### src/rtl/hash_feeder_pkg.sv
// Shared types and defaults for the hash core message feeder.
// Latency: n/a (types, constants and one elaboration-time helper only).
// Backpressure: n/a.
package hash_feeder_pkg;

    localparam int LEN_W_DEF          = 64;
    localparam int DIGEST_W           = 32;
    localparam int BYTE_GAP_DEF       = 6;
    localparam int TIMEOUT_CYCLES_DEF = 256;

    // One message walks IDLE -> LOAD -> DRIVE -> GAP -> (LOAD | WAIT) -> OUT -> IDLE
    typedef enum logic [2:0] {
        ST_IDLE  = 3'd0,
        ST_LOAD  = 3'd1,
        ST_DRIVE = 3'd2,
        ST_GAP   = 3'd3,
        ST_WAIT  = 3'd4,
        ST_OUT   = 3'd5
    } feeder_state_t;

    // Bits needed by the shared down-counter to hold max(gap, timeout) - 1.
    function automatic int timer_width(input int gap, input int timeout);
        int top_val;
        top_val = (gap > timeout) ? gap : timeout;
        return (top_val <= 2) ? 1 : $clog2(top_val);
    endfunction

endpackage

### src/rtl/hash_feeder_gap_timer.sv
// Loadable down-counter with zero / one flags, shared by byte pacing and the completion watchdog.
// Latency: load takes effect on the next edge; flags are combinational from the count.
// Backpressure: none; decrements only while dec is high and stops at zero.
module hash_feeder_gap_timer #(
    parameter int W = 3
) (
    input  logic         clk,
    input  logic         rst,
    input  logic         load,
    input  logic [W-1:0] load_val,
    input  logic         dec,
    output logic         zero,
    output logic         one
);

    logic [W-1:0] cnt;

    // Load has priority over counting; the count saturates at zero.
    always_ff @(posedge clk or posedge rst) begin
        if (rst) begin
            cnt <= '0;
        end else if (load) begin
            cnt <= load_val;
        end else if (dec && (cnt != '0)) begin
            cnt <= cnt - W'(1);
        end
    end

    assign zero = (cnt == '0);
    assign one  = (cnt == W'(1));

endmodule

### src/rtl/hash_msg_feeder.sv
// Feeds a length-prefixed host byte stream into the hash core and returns the 32-bit digest.
// Latency: accepted byte strobes the core 1 cycle later; strobes spaced max(BYTE_GAP, 3) cycles.
// Backpressure: in_ready_o only in LOAD; digest held until digest_ready_i. Optional watchdog: HASH_FEEDER_TIMEOUT_EN.
module hash_msg_feeder
    import hash_feeder_pkg::*;
#(
    parameter int BYTE_GAP = BYTE_GAP_DEF,
    parameter int LEN_W    = LEN_W_DEF
`ifdef HASH_FEEDER_TIMEOUT_EN
    ,
    parameter int TIMEOUT_CYCLES = TIMEOUT_CYCLES_DEF
`endif
) (
    input  logic                clk,
    input  logic                rst,
    // host command
    input  logic                start_i,
    input  logic [LEN_W-1:0]    len_i,
    output logic                busy_o,
    // host byte stream
    input  logic [7:0]          in_byte_i,
    input  logic                in_valid_i,
    output logic                in_ready_o,
    // host digest return
    output logic [DIGEST_W-1:0] digest_o,
    output logic                digest_valid_o,
    input  logic                digest_ready_i,
    output logic                err_o,
    // hash core side
    output logic [7:0]          hs_message_o,
    output logic                hs_m_valid_o,
    output logic [LEN_W-1:0]    hs_counter_o,
    input  logic                hs_hash_ready_i,
    input  logic [DIGEST_W-1:0] hs_digest_i
);

`ifdef HASH_FEEDER_TIMEOUT_EN
    localparam int TW = timer_width(BYTE_GAP, TIMEOUT_CYCLES);
`else
    localparam int TW = timer_width(BYTE_GAP, 1);
`endif

    feeder_state_t  state;
    logic [LEN_W-1:0] remaining;
    logic           rdy_q;
    logic           done_pend;
    logic           xfer;
    logic           rise;
    logic           tmr_load;
    logic [TW-1:0]  tmr_val;
    logic           tmr_dec;
    logic           tmr_zero;
    logic           tmr_one;
    logic           gap_done;

    assign xfer = in_valid_i & in_ready_o;
    // Completion is the 0->1 edge only: a level left high by the previous message means nothing.
    assign rise = hs_hash_ready_i & ~rdy_q;
    // The timer is loaded as the byte is accepted, so it already counts during DRIVE; leaving GAP
    // at one lets the LOAD + DRIVE cycles land the next strobe exactly BYTE_GAP after this one.
    assign gap_done = tmr_zero | tmr_one;

    // Timer control: byte pacing, plus the completion watchdog when it is built in.
    always_comb begin
        tmr_load = xfer;
        tmr_val  = TW'(BYTE_GAP - 1);
        tmr_dec  = (state == ST_DRIVE) || (state == ST_GAP);
`ifdef HASH_FEEDER_TIMEOUT_EN
        if ((state == ST_GAP) && gap_done && (remaining == '0)) begin
            tmr_load = 1'b1;
            tmr_val  = TW'(TIMEOUT_CYCLES - 1);
        end
        if (state == ST_WAIT) begin
            tmr_dec = 1'b1;
        end
`endif
    end

    hash_feeder_gap_timer #(
        .W (TW)
    ) u_timer (
        .clk      (clk),
        .rst      (rst),
        .load     (tmr_load),
        .load_val (tmr_val),
        .dec      (tmr_dec),
        .zero     (tmr_zero),
        .one      (tmr_one)
    );

    // Previous-cycle copy of the core completion flag for edge detection.
    always_ff @(posedge clk or posedge rst) begin
        if (rst) begin
            rdy_q <= 1'b0;
        end else begin
            rdy_q <= hs_hash_ready_i;
        end
    end

    // Message sequencer with all host and core outputs registered.
    always_ff @(posedge clk or posedge rst) begin
        if (rst) begin
            state          <= ST_IDLE;
            remaining      <= '0;
            done_pend      <= 1'b0;
            busy_o         <= 1'b0;
            in_ready_o     <= 1'b0;
            digest_o       <= '0;
            digest_valid_o <= 1'b0;
            err_o          <= 1'b0;
            hs_message_o   <= '0;
            hs_m_valid_o   <= 1'b0;
            hs_counter_o   <= '0;
        end else begin
            err_o <= 1'b0;
            case (state)
                ST_IDLE: begin
                    if (start_i) begin
                        if (len_i != '0) begin
                            hs_counter_o <= len_i;
                            remaining    <= len_i;
                            busy_o       <= 1'b1;
                            in_ready_o   <= 1'b1;
                            done_pend    <= 1'b0;
                            state        <= ST_LOAD;
                        end else begin
                            // The core cannot hash an empty message.
                            err_o <= 1'b1;
                        end
                    end
                end
                ST_LOAD: begin
                    if (xfer) begin
                        hs_message_o <= in_byte_i;
                        hs_m_valid_o <= 1'b1;
                        in_ready_o   <= 1'b0;
                        state        <= ST_DRIVE;
                    end
                end
                ST_DRIVE: begin
                    hs_m_valid_o <= 1'b0;
                    if (remaining != '0) begin
                        remaining <= remaining - LEN_W'(1);
                    end
                    state <= ST_GAP;
                end
                ST_GAP: begin
                    // A fast core may finish the last byte before WAIT; remember it.
                    if ((remaining == '0) && rise) begin
                        digest_o  <= hs_digest_i;
                        done_pend <= 1'b1;
                    end
                    if (gap_done) begin
                        if (remaining != '0) begin
                            in_ready_o <= 1'b1;
                            state      <= ST_LOAD;
                        end else begin
                            state <= ST_WAIT;
                        end
                    end
                end
                ST_WAIT: begin
                    if (rise || done_pend) begin
                        if (rise) begin
                            digest_o <= hs_digest_i;
                        end
                        digest_valid_o <= 1'b1;
                        done_pend      <= 1'b0;
                        state          <= ST_OUT;
                    end
`ifdef HASH_FEEDER_TIMEOUT_EN
                    else if (tmr_zero) begin
                        err_o        <= 1'b1;
                        busy_o       <= 1'b0;
                        hs_counter_o <= '0;
                        state        <= ST_IDLE;
                    end
`endif
                end
                ST_OUT: begin
                    // valid is registered, so a ready seen as it rises is honoured a cycle later
                    if (digest_ready_i) begin
                        digest_valid_o <= 1'b0;
                        busy_o         <= 1'b0;
                        hs_counter_o   <= '0;
                        state          <= ST_IDLE;
                    end
                end
                default: begin
                    state <= ST_IDLE;
                end
            endcase
        end
    end

endmodule

### config.mk
export PLATFORM = sky130hd
export DESIGN_NAME = hash_msg_feeder
export DESIGN_NICKNAME = d
export VERILOG_FILES = /design/src/rtl/hash_feeder_pkg.sv /design/src/rtl/hash_feeder_gap_timer.sv /design/src/rtl/hash_msg_feeder.sv
export SDC_FILE = /design/constraint.sdc
export NUM_CORES = 1
export LEC_CHECK = 0
export BUFFER_PORTS_ARGS = -buffer_cell sky130_fd_sc_hd__buf_4
export CORE_MARGIN = 3
export CORE_UTILIZATION = 45
export CTS_CLUSTER_SIZE = 24
export DETAILED_ROUTE_END_ITERATION = 12
export PLACE_DENSITY = 0.66
export SETUP_SLACK_MARGIN = 0.15
export SLEW_MARGIN = 20
export SYNTH_ARGS = -nofsm -noshare
export SYNTH_HDL_FRONTEND = slang
export SYNTH_HIERARCHICAL = 1
export SYNTH_SLANG_ARGS = --single-unit
### constraint.sdc
create_clock -name clk -period 11.9 [get_ports clk]
set_clock_uncertainty 0.15 [all_clocks]
set_input_delay 2.38 -clock clk [delete_from_list [all_inputs] [get_ports clk]]
set_output_delay 2.38 -clock clk [all_outputs]
set_load 0.005 [all_outputs]
# --- Word level (Yosys, flattened, before mapping) ---
# Index checks and enable logic that the tools add are counted.
# W data, S select, Z words.
word_totals:
  output_inout_bits: 109
  regBits: 181
  input_bits: 110
classes:
  bitwise: 4
  muxes: 40
  eq_ne: 16
  addsub: 2
  reduce_logical: 27
ops:
  columns: ["op", "n"]
  rows:
  - ["$mux W64", 4]
  - ["$pmux W64 S2", 2]
  - ["$reduce_bool A64 Y1", 2]
  - ["$mux W32", 3]
  - ["$logic_not A64 Y1", 1]
  - ["$pmux W32 S2", 1]
  - ["$sub A64 B1 Y64 const B", 1]
  - ["$mux W3", 9]
  - ["$pmux W3 S6", 1]
  - ["$mux W1", 15]
  - ["$ne A2 B2 Y1 const B", 7]
  - ["$reduce_and A4 Y1", 3]
  - ["$reduce_and A6 Y1", 2]
  - ["$reduce_bool A2 Y1", 6]
  - ["$reduce_bool A3 Y1", 3]
  - ["$eq A3 B1 Y1 const B", 2]
  - ["$eq A3 B2 Y1 const B", 2]
  - ["$eq A3 B3 Y1 const B", 2]
  - ["$logic_not A3 Y1", 2]
  - ["$ne A2 B1 Y1 const B", 3]
  - ["$pmux W1 S2", 3]
  - ["$pmux W1 S3", 2]
  - ["$reduce_and A5 Y1", 1]
  - ["$reduce_and A2 Y1", 2]
  - ["7 further kinds", 10]

# --- Longest topological paths before layout ---
logic_depth:
  depth_word: 5
  ltp_mapped: 10
  ltp_nobuf: 10

# --- Hierarchy ---
# Netlist, hierarchy kept.
modules_own_cells:
  columns: ["mod", "cells_per_inst", "instances", "area_each_um2"]
  rows:
  - ["hash_msg_feeder", 829, 1, 8773.4]
  - ["hash_feeder_gap_timer", 26, 1, 229.0]

# --- Worst setup path before layout ---
# Ideal clock, no wire load.
synth_timing:
  kind: "in2reg"
  start: "in len_i[61]"
  end: "reg remaining[21]"
  stages: 8
  path_buffers: 2
  slack_ns: 7.534
  setup_time_ns: 0.127
  t_arrival_ns: 4.089
  path_cell_list: "nor4_1 nand4_1 nor4_2 nand2b_1 buf_2 buf_1 a21oi_1 o2bb2a_1"
synth_between:
  elab_chain_len: 3
synth_lines:
  columns: ["item", "line_no", "source"]
  rows:
  - ["from (decl)", "hash_msg_feeder.sv:18", "input logic [LEN_W-1:0] len_i,"]
  - ["$reduce_bool A64 Y1", "hash_msg_feeder.sv:119", "if (len_i != '0) begin"]
  - ["$ne A2 B2 Y1 (no source line)", null, null]
  - ["$reduce_and A4 Y1 (no source line)", null, null]
  - ["to (signal assigned)", "hash_msg_feeder.sv:121", "remaining <= len_i;"]
  - ["to (signal assigned)", "hash_msg_feeder.sv:143", "remaining <= remaining - LEN_W'(1);"]
  - ["to (decl)", "hash_msg_feeder.sv:44", "logic [LEN_W-1:0] remaining;"]
# No other way between the ends.
# A chain may end at the register's enable or synchronous reset.

# --- Worst setup path in the final report ---
layout_timing:
  start: "in len_i[45]"
  end: "reg remaining[1]"
# The elaborated chain is that of the path after synthesis.

==> results_dict.tcl <==
set metrics [dict create \
    fillCellCount 1708 \
    critPathArrivalTime_ns 6.09 \
    vias 8010 \
    finalHoldViolCount 0 \
    slew_headroom 0.312 \
    cts_made_buffers 17 \
    finalSetupViolCount 0 \
    layout.nets 1167 \
    htreeDepth 4 \
    path_clk_slew_ns 0.07 \
    cts_resized 0 \
    status "finished clean" \
    grt_setup_unrepaired "no" \
    power.total_mw 2.73 \
    setup_slack_ns 5.98 \
    hpwlAfterDp_um 18200 \
    drt_iter0_drc 736 \
    vdd_drop_max_uv 137 \
    pin_count 219 \
    crit_top_cell "buf_4" \
    grt_util_all_layers 0.238 \
    die_area_sq_um 21700 \
    crit_path_end_kind "flop" \
    cts_tree "done" \
    fp.dieH_um 147 \
    final_cell_mix "buf_4, dfrtp_1, nor2_1, a22o_1, nand2_1" \
    fin_util 0.590 \
    numPortBuffers 218 \
    synth_edf_count 0 \
    synth-simple-area-share 0.170 \
    antenna_found_initial 0 \
    yosysUniqueCellTypes 82 \
    synth-xor-area-share 0 \
    p_leak_nw 5.24 \
    clk_latency_ns 0.43 \
    path_class "primary input to flop" \
    drive_above_1_share 0.293 \
    fin_hold_ws_ns 0.336 \
    wl_per_cell_um 19.7 \
    synth_top_family_by_area "compound AO/OA/AOI/OAI gates" \
    critPathLaunchType "primary input" \
    async_flop_share 1.00 \
    grt_max_degree 63 \
    grt_pass1_wl_um 41800 \
    cts_max_path_buffers 2 \
    rows 51 \
    place_ws_ns 5.67 \
    crit_chain "buf_4, nor4_1, nand4_1, nor4_2, nand2b_1, buf_4, nand2_2, mux2_2" \
    syn_area_sq_um 9000 \
    critPathMaxStageDelay_ns 0.79 \
    synthAdderAreaFrac 0.00695 \
    synth-seq-area-share 0.503 \
    crit_fanout 33 \
    cp_slowest_cell "nand2b_1" \
    cts-hold-fix-buffers 0 \
    gr-total-overflow 0 \
    tns_ns 0 \
    grt_pass1_vias 7671 \
    required_ns 12.06 \
    cap_viol_max_count 0 \
    slew_viol_final 0 \
    drtAntennaViolNets 0 \
    vias_per_cell 6.02 \
    crit_start "len_i[45]" \
    yosys_register_bits 181 \
    drcViolationCount 0 \
    cts_setup_buffers 0 \
    antennaDiodeCount 0 \
    synth-compound-area-share 0.225 \
    gp_congestion 0.859 \
    regToRegStartpoint "remaining[31]" \
    coreArea_sq_um 19600 \
    cts.sinks 181 \
    worstHoldStart "busy_o" \
    finalCriticalPeriod_ns 5.92 \
    period_share 0.498 \
    area_growth_pct 28.3 \
    clockRootBuffer "clkbuf_16" \
    synth_flop_cell "dfrtp_1" \
    final_common_cell "buf_4" \
    wirelength_um 26200 \
    die_x_um 147 \
    synth.avg_cell_area_sq_um 10.5 \
    yosysWarnings 6 \
    synth.area.mux_share 0.0557 \
    max_freq_mhz 169 \
    hp-class "flop to flop" \
    start_util 0.460 \
    firstDrtPassIters 5 \
    power.density_nw_per_um2 237 \
    tightest_slew_ns 1.03 \
    synthCells 855 \
]
[worst max-delay path: cells and delay by family]
family | cells | cell delay (ns)
mux | 1 | 0.34
simple gates | 5 | 2.74
buf+inv | 2 | 0.62
[area by class of cell]
type,instances,area [sq um],share of cell area
Clock buffer,17,425,0.0368
Clock inverter,15,241,0.0209
Inverter,21,83.8,0.00726
Multi-Input combinational cell,601,4180,0.362
Sequential cell,181,4530,0.392
Tap cell,265,332,0.0287
Timing Repair Buffer,230,1760,0.152
[metrics by stage]
stage	instance area, sq um	cells
CTS	11500	1328
finish	11600	1330
detailed placement	10800	1296
global placement	10800	1296
global route	11600	1330
floorplan	9010	856
[routing by layer]
metal	vias to the layer above	global-route usage	wire length (um)
met5	-	0	0
met4	0	0.0648	438
met3	33	0.0270	1370
met2	307	0.382	12600
met1	3988	0.345	11800
li1	3682	-	-
[synth_stat cells (5+ instances only)]
cell,n,share of area
o31ai_1,7,0.0058
buf_1,9,0.0038
a22oi_1,14,0.012
a22o_1,65,0.063
o22a_1,14,0.014
and3_1,6,0.0042
o2bb2ai_1,5,0.0049
a31oi_1,12,0.0083
dfrtp_1,181,0.50
nand4_1,14,0.0097
o21ai_0,29,0.016
mux2_2,11,0.014
nor3_1,28,0.016
nor2_1,67,0.028
buf_4,6,0.0050
o211ai_1,11,0.0092
ha_1,5,0.0069
mux2_1,30,0.038
o311ai_0,9,0.0088
or3_1,7,0.0049
a32oi_1,7,0.0068
nand2_1,59,0.025
buf_2,13,0.0072
inv_1,21,0.0088
a21oi_1,32,0.018
nor4_1,34,0.024
clkbuf_1,22,0.0092
nand3_1,17,0.0095
o22ai_1,17,0.012
[power by group]
group,total [mW],internal [mW],switching [mW]
Combinational,1.01,0.498,0.513
Clock,0.641,0.380,0.261
Sequential,1.08,0.858,0.224
Total,2.73,1.74,0.999
[logic make-up (layout without fill, tap and decap cells)]
kind of cell,count (synthesis),in the layout
flip-flops,181,181
AND/OR/NAND/NOR,280,280
other,2,3
buffers and inverters,74,283
adder cells (fa/ha/maj),5,5
AO/OA/AOI/OAI,268,268
multiplexers,45,45
[path summary, 6_finish.rpt]
kind / to / slack (ns) / cells past startpoint
setup / recovery: remaining[1] / 5.98 / 8
hold / removal: busy_o / 0.34 / 1
setup reg to reg: remaining[1] / 8.25 / 7
hold reg to reg: busy_o / 0.34 / 1
max in group asynchronous: remaining[40] / 7.80 / 4
min in group asynchronous: u_timer/cnt[2] / 1.70 / 2
[flip-flops by register name, summed over array words and instances (netlist names), 3 cells and up]
name	cells
digest_o	32
hs_counter_o	64
hs_message_o	8
remaining	64
state	3
u_timer/cnt	3
(Power assumes the default switching activity.)
